**src/rtl/face_color_encoder_if.sv**
```systemverilog
// Handshake bundle for face_color_encoder.
//   Face side : face_codes, face_valid (to block), face_ready (from block)
//   RGB side  : red/green/blue, sticker_idx, rgb_valid, rgb_last (from block),
//               rgb_ready (to block)
// Modports:
//   master - the environment: it supplies faces and consumes RGB beats
//   slave  - the encoder itself
interface face_color_encoder_if #(
    parameter int NUM_STICKERS = 9
);
    logic [3*NUM_STICKERS-1:0] face_codes;
    logic                      face_valid;
    logic                      face_ready;
    logic [7:0]                red;
    logic [7:0]                green;
    logic [7:0]                blue;
    logic [3:0]                sticker_idx;
    logic                      rgb_valid;
    logic                      rgb_last;
    logic                      rgb_ready;

    modport master (
        output face_codes, face_valid, rgb_ready,
        input  face_ready, red, green, blue, sticker_idx, rgb_valid, rgb_last
    );

    modport slave (
        input  face_codes, face_valid, rgb_ready,
        output face_ready, red, green, blue, sticker_idx, rgb_valid, rgb_last
    );
endinterface

```
**src/rtl/face_color_encoder.sv**
```systemverilog
// face_color_encoder
//   Turns one cube face of 3-bit sticker colour codes back into a stream of
//   8-bit R/G/B beats, one sticker per beat, for the display/LED renderer.
//
// Ports:
//   clock    - single clock, all logic on the rising edge
//   reset_n  - synchronous, active-low reset
//   bus      - face_color_encoder_if.slave:
//                face_codes/face_valid/face_ready : face input handshake
//                red/green/blue/sticker_idx/rgb_valid/rgb_last/rgb_ready :
//                RGB beat output handshake
//   code_err - (only with FACE_CODE_ERR_EN) sticky flag, set when a beat
//              whose source code is 6 or 7 is accepted downstream
//
// Configuration macro: FACE_CODE_ERR_EN enables the code_err port/logic.
//
// Timing: a face accepted on edge N goes through a one-cycle LOAD state, so
// sticker 0 is presented after edge N+1. Beats then advance once per cycle
// while rgb_ready is high. After the last beat the block spends exactly one
// cycle in IDLE with face_ready=1 before it can take the next face.
// All outputs are registers; face_valid/rgb_ready only steer next state.
module face_color_encoder #(
    parameter int          NUM_STICKERS = 9,
    parameter logic [23:0] RGB_W        = 24'hFFFFFF,
    parameter logic [23:0] RGB_O        = 24'hFF8000,
    parameter logic [23:0] RGB_G        = 24'h00FF00,
    parameter logic [23:0] RGB_R        = 24'hFF0000,
    parameter logic [23:0] RGB_B        = 24'h0000FF,
    parameter logic [23:0] RGB_Y        = 24'hFFFF00
) (
    input  logic                  clock,
    input  logic                  reset_n,
    face_color_encoder_if.slave   bus
`ifdef FACE_CODE_ERR_EN
    ,
    output logic                  code_err
`endif
);

    // sticker_idx is a 4-bit port, so the code lookup table has 16 slots;
    // slots past the last sticker are tied to zero and never selected.
    localparam int         SLOTS    = 16;
    localparam logic [3:0] LAST_IDX = 4'(NUM_STICKERS - 1);

    typedef enum logic [1:0] {
        IDLE,
        LOAD,
        SEND
    } state_t;

    state_t                    state_reg;
    logic [3*NUM_STICKERS-1:0] codes_reg;
    logic [3:0]                idx_reg;
    logic [23:0]               rgb_reg;
    logic                      face_ready_reg;
    logic                      rgb_valid_reg;
    logic                      rgb_last_reg;

    logic [2:0] code_slot [SLOTS];
    logic [3:0] next_idx;
    logic [2:0] cur_code;
    logic [2:0] next_code;

    generate
        for (genvar gi = 0; gi < SLOTS; gi++) begin : g_slot
            if (gi < NUM_STICKERS) begin : g_used
                assign code_slot[gi] = codes_reg[3*gi +: 3];
            end else begin : g_pad
                assign code_slot[gi] = 3'd0;
            end
        end
    endgenerate

    assign next_idx  = idx_reg + 4'd1;
    assign cur_code  = code_slot[idx_reg];
    assign next_code = code_slot[next_idx];

    // Codes 6 and 7 are not real colours and render as black.
    function automatic logic [23:0] code_to_rgb(input logic [2:0] code);
        case (code)
            3'd0:    code_to_rgb = RGB_W;
            3'd1:    code_to_rgb = RGB_O;
            3'd2:    code_to_rgb = RGB_G;
            3'd3:    code_to_rgb = RGB_R;
            3'd4:    code_to_rgb = RGB_B;
            3'd5:    code_to_rgb = RGB_Y;
            default: code_to_rgb = 24'h000000;
        endcase
    endfunction

`ifdef FACE_CODE_ERR_EN
    logic code_err_reg;
`endif

    always_ff @(posedge clock) begin
        if (!reset_n) begin
            state_reg      <= IDLE;
            codes_reg      <= '0;
            idx_reg        <= 4'd0;
            rgb_reg        <= 24'h000000;
            face_ready_reg <= 1'b1;
            rgb_valid_reg  <= 1'b0;
            rgb_last_reg   <= 1'b0;
`ifdef FACE_CODE_ERR_EN
            code_err_reg   <= 1'b0;
`endif
        end else begin
            case (state_reg)
                IDLE: begin
                    // face_ready_reg is always 1 here, so face_valid alone
                    // completes the handshake.
                    if (bus.face_valid) begin
                        codes_reg      <= bus.face_codes;
                        idx_reg        <= 4'd0;
                        face_ready_reg <= 1'b0;
                        state_reg      <= LOAD;
                    end
                end

                LOAD: begin
                    rgb_reg       <= code_to_rgb(cur_code);
                    rgb_valid_reg <= 1'b1;
                    rgb_last_reg  <= (idx_reg == LAST_IDX);
                    state_reg     <= SEND;
                end

                SEND: begin
                    if (bus.rgb_ready) begin
`ifdef FACE_CODE_ERR_EN
                        if (cur_code[2:1] == 2'b11) begin
                            code_err_reg <= 1'b1;
                        end
`endif
                        if (idx_reg == LAST_IDX) begin
                            rgb_valid_reg  <= 1'b0;
                            rgb_last_reg   <= 1'b0;
                            face_ready_reg <= 1'b1;
                            state_reg      <= IDLE;
                        end else begin
                            idx_reg      <= next_idx;
                            rgb_reg      <= code_to_rgb(next_code);
                            rgb_last_reg <= (next_idx == LAST_IDX);
                        end
                    end
                end

                default: begin
                    state_reg      <= IDLE;
                    face_ready_reg <= 1'b1;
                    rgb_valid_reg  <= 1'b0;
                    rgb_last_reg   <= 1'b0;
                end
            endcase
        end
    end

    assign bus.face_ready  = face_ready_reg;
    assign bus.red         = rgb_reg[23:16];
    assign bus.green       = rgb_reg[15:8];
    assign bus.blue        = rgb_reg[7:0];
    assign bus.sticker_idx = idx_reg;
    assign bus.rgb_valid   = rgb_valid_reg;
    assign bus.rgb_last    = rgb_last_reg;

`ifdef FACE_CODE_ERR_EN
    assign code_err = code_err_reg;
`endif

endmodule
```
**src/flat_wrapper.sv**
```systemverilog
// flat-port wrapper written by rule: the top's interface ports become plain ports
module face_color_encoder_flat 
#(
    parameter int          NUM_STICKERS = 9,
    parameter logic [23:0] RGB_W        = 24'hFFFFFF,
    parameter logic [23:0] RGB_O        = 24'hFF8000,
    parameter logic [23:0] RGB_G        = 24'h00FF00,
    parameter logic [23:0] RGB_R        = 24'hFF0000,
    parameter logic [23:0] RGB_B        = 24'h0000FF,
    parameter logic [23:0] RGB_Y        = 24'hFFFF00
)
  (clock, reset_n, bus_face_codes, bus_face_valid, bus_rgb_ready, bus_face_ready, bus_red, bus_green, bus_blue, bus_sticker_idx, bus_rgb_valid, bus_rgb_last);
  face_color_encoder_if #(.NUM_STICKERS(NUM_STICKERS)) bus_i ();
  input  logic clock;
  input  logic reset_n;
  input wire logic [$bits(bus_i.face_codes)-1:0] bus_face_codes;
  input wire logic [$bits(bus_i.face_valid)-1:0] bus_face_valid;
  input wire logic [$bits(bus_i.rgb_ready)-1:0] bus_rgb_ready;
  output wire logic [$bits(bus_i.face_ready)-1:0] bus_face_ready;
  output wire logic [$bits(bus_i.red)-1:0] bus_red;
  output wire logic [$bits(bus_i.green)-1:0] bus_green;
  output wire logic [$bits(bus_i.blue)-1:0] bus_blue;
  output wire logic [$bits(bus_i.sticker_idx)-1:0] bus_sticker_idx;
  output wire logic [$bits(bus_i.rgb_valid)-1:0] bus_rgb_valid;
  output wire logic [$bits(bus_i.rgb_last)-1:0] bus_rgb_last;
  assign bus_i.face_codes = bus_face_codes;
  assign bus_i.face_valid = bus_face_valid;
  assign bus_i.rgb_ready = bus_rgb_ready;
  assign bus_face_ready = bus_i.face_ready;
  assign bus_red = bus_i.red;
  assign bus_green = bus_i.green;
  assign bus_blue = bus_i.blue;
  assign bus_sticker_idx = bus_i.sticker_idx;
  assign bus_rgb_valid = bus_i.rgb_valid;
  assign bus_rgb_last = bus_i.rgb_last;
  face_color_encoder #(.NUM_STICKERS(NUM_STICKERS), .RGB_W(RGB_W), .RGB_O(RGB_O), .RGB_G(RGB_G), .RGB_R(RGB_R), .RGB_B(RGB_B), .RGB_Y(RGB_Y)) u_core (.clock(clock), .reset_n(reset_n), .bus(bus_i));
endmodule
```
**config.mk**
```make
export PLATFORM = sky130hd
export DESIGN_NAME = face_color_encoder_flat
export DESIGN_NICKNAME = d
export VERILOG_FILES = /design/src/rtl/face_color_encoder_if.sv /design/src/rtl/face_color_encoder.sv /design/src/flat_wrapper.sv
export SDC_FILE = /design/constraint.sdc
export NUM_CORES = 1
export LEC_CHECK = 0
export CAP_MARGIN = 20
export CORE_MARGIN = 4
export CORE_UTILIZATION = 44
export DETAILED_ROUTE_END_ITERATION = 7
export HOLD_SLACK_MARGIN = 0.1
export PLACE_DENSITY = 0.83
export SYNTH_ARGS = -nofsm -noshare
export SYNTH_HDL_FRONTEND = slang
export SYNTH_SLANG_ARGS = --single-unit
```
**constraint.sdc**
```tcl
create_clock -name clock -period 2.6 [get_ports clock]
set_input_delay 0.26 -clock clock [delete_from_list [all_inputs] [get_ports clock]]
set_output_delay 0.26 -clock clock [all_outputs]
set_load 0.05 [all_outputs]
```
==> run summary <==
status: complete, no violations
clock slew at reported path FFs: 0.08 ns
most common cell in the synthesized netlist: nand2_1
register area share after synthesis: 31.79%
CTS resizes: 0
Die ar.: 6999 um^2
Post-Syn Area: 2519 um^2
Area growth syn-to-layout: 25.83%
GRT Overall Usage: 15.95%
clock latency on the worst-skew pair: 0.30 ns
Cell Rows: 27
Leak: 1.135 nW
largest net degree at the start of global routing: 28
layout cell share with drive strength beyond 1: 9.440%
Ant. Diodes: 0
Worst Hold Class: reg2reg
first-pass GRT wire length: 9.377 mm
drt initial violations: 120
Slew HR: 61.52%
Synth top cells by count: nand2_1, dfxtp_1, a21boi_0
main flop type after synthesis: dfxtp_1
Synth Instances: 295
Crit path required time: 2.80 ns
RSZ-0062 raised after global routing: no
M3 GR Usage: 4.047%
Warnings, synthesis: 0
Netlist cell types: 57
final net count: 374
final setup fails: 0
Seq cells post-synth: 40
flip-flop count of the largest register after layout: 27
vias in the first global route: 2,034
ANT nets after route: 0
min cycle time layout: 2.439 ns
CTS tree: yes
initial antenna violation count: 0
Buffers on Ports: 61
Max rail drop VDD: 0.6195 mV
crit path DAT: 2.64 ns
period utilization: 93.80%
die width: 83.66 um
drt drc: 0
GR Util met2: 26.54%
placed cells: 403
PwrDens: 905.2 nW/um^2
routed len/inst: 13.71 um
Placer Congestion: 1.004
Worst Setup End Kind: flop
IO Pins: 62
final hold violation count: 0
Die Y-Extent: 83.66 um
CP Launch Type: flop
via/cell ratio: 5.416
Tot Pwr: 2.869 mW
Initial Util: 45.46%
Final Max Slew Viols: 0
Setup Buffers After CTS: 0
Non-Filler Instances: 411
Worst Setup Path Type: reg2reg
top-area cell type share of the netlist area: 31.79%
FMAX: 0.4100 GHz
TritonCTS Buffers: 5
Synth area leader: dfxtp_1
CTS root buf: clkbuf_8
clock net sink count: 40
CTS Buffer Depth: 2
Final TNS setup: 0 ns
CP Max Fanout: 10
worst slack at placement: 0.1241 ns
Hold-fix buffers, CTS: 0
H-tree Lvls: 2
Pre-Repair DR Iteration Count: 4
top post-synthesis cells by area: dfxtp_1, nand2_1, a21boi_0, buf_4, mux2i_1
worst-margin pin slew: 0.5754 ns
via count: 2,226
Syn Area/Cell: 8.538 um^2
grt peak-use layer: met2
hpwl dp: 4.392 mm
core footprint: 5540 um^2
GR Overflow Total: 0
met1 usage: 20.42%
max cap viols: 0
Fin Clk Skew: 0.003553 ns
final WL: 5.636 mm
number of flops mapped to enable cells by yosys: 0
Synth async-reset ratio: 0%
syn nets: 331
Final WS setup: 0.1611 ns
layout by cell type (no fill, tap or decap), types with 3 or more instances in the layout:
| cell type | instances |
|---|---|
| nand2_1 | 67 |
| clkdlybuf4s50_1 | 61 |
| dfxtp_1 | 38 |
| a21boi_0 | 29 |
| mux2i_1 | 12 |
| buf_4 | 11 |
| o21ai_0 | 10 |
| nand3_1 | 10 |
| inv_1 | 7 |
| nor2b_1 | 7 |
| nor2_1 | 6 |
| a21oi_1 | 5 |
| a31oi_1 | 5 |
| clkbuf_8 | 5 |
| and2_1 | 4 |
| ha_1 | 4 |
| o21a_1 | 3 |
| nand4b_1 | 3 |
| mux4_1 | 3 |
| nand2b_1 | 3 |
per-stage QoR:
stage / utilization, % / area (um^2) / hold slack, ns
global placement: 55.08 / 3052 / 0.4579
finish: 57.20 / 3169 / 0.4740
floorplan: - / 2521 / 0.4048
global route: 57.20 / 3169 / 0.5036
CTS: 57.16 / 3167 / 0.4818
detailed placement: 55.08 / 3052 / 0.4701
worst paths after layout:
check                                          from                           endpoint  slack (ns)  depth (start not counted)
max          u_core.bus.sticker_idx[1]$_SDFFE_PN0P_    u_core.rgb_reg[22]$_SDFFE_PN0P_        0.16                          8
min               u_core.bus.rgb_valid$_SDFFE_PN0P_  u_core.bus.rgb_valid$_SDFFE_PN0P_        0.47                          2
max reg2reg  u_core.bus.sticker_idx[1]$_SDFFE_PN0P_    u_core.rgb_reg[22]$_SDFFE_PN0P_        0.16                          8
min reg2reg       u_core.bus.rgb_valid$_SDFFE_PN0P_  u_core.bus.rgb_valid$_SDFFE_PN0P_        0.47                          2
metal layers:
metal,up-vias,share of wire (%)
li1,1105,-
met1,1024,44
met2,90,47
met3,7,8.0
met4,0,0.96
met5,-,0
where the power goes:
part           switching (mW)  internal, mW  leakage, nW
clock network           0.234         0.289       0.0548
logic                   0.983         0.533        0.751
registers               0.107         0.723        0.329
total                    1.32          1.55         1.13
cells by family (layout without fill, tap and decap cells):
logic type,Yosys count,in the layout,share of synthesized area (%)
XOR/XNOR,2,2,1.292
adder cells (fa/ha/maj),7,7,3.328
AO/OA/AOI/OAI,76,76,22.40
flip-flops,40,40,31.79
buffers and inverters,43,87,11.08
multiplexers,18,18,10.13
AND/OR/NAND/NOR,109,109,19.97
final cells by class:
cell class                      count  area, um^2
Clock inverter                      3       46.29
Sequential cell                    40       803.3
Timing Repair Buffer               72       693.2
Fill cell                         491        2371
Inverter                            7       26.28
Clock buffer                        5       68.82
Tap cell                           72       90.09
Multi-Input combinational cell    212        1441
critical path: stages, from the launching register on:
cell	delay (ns)
dfxtp_2	0.32
buf_4	0.15
ha_1	0.28
xnor2_2	0.45
a2111oi_0	0.14
a31oi_1	0.25
a32oi_2	0.18
maj3_2	0.33
a41o_1	0.23
(Power assumes the default switching activity.)
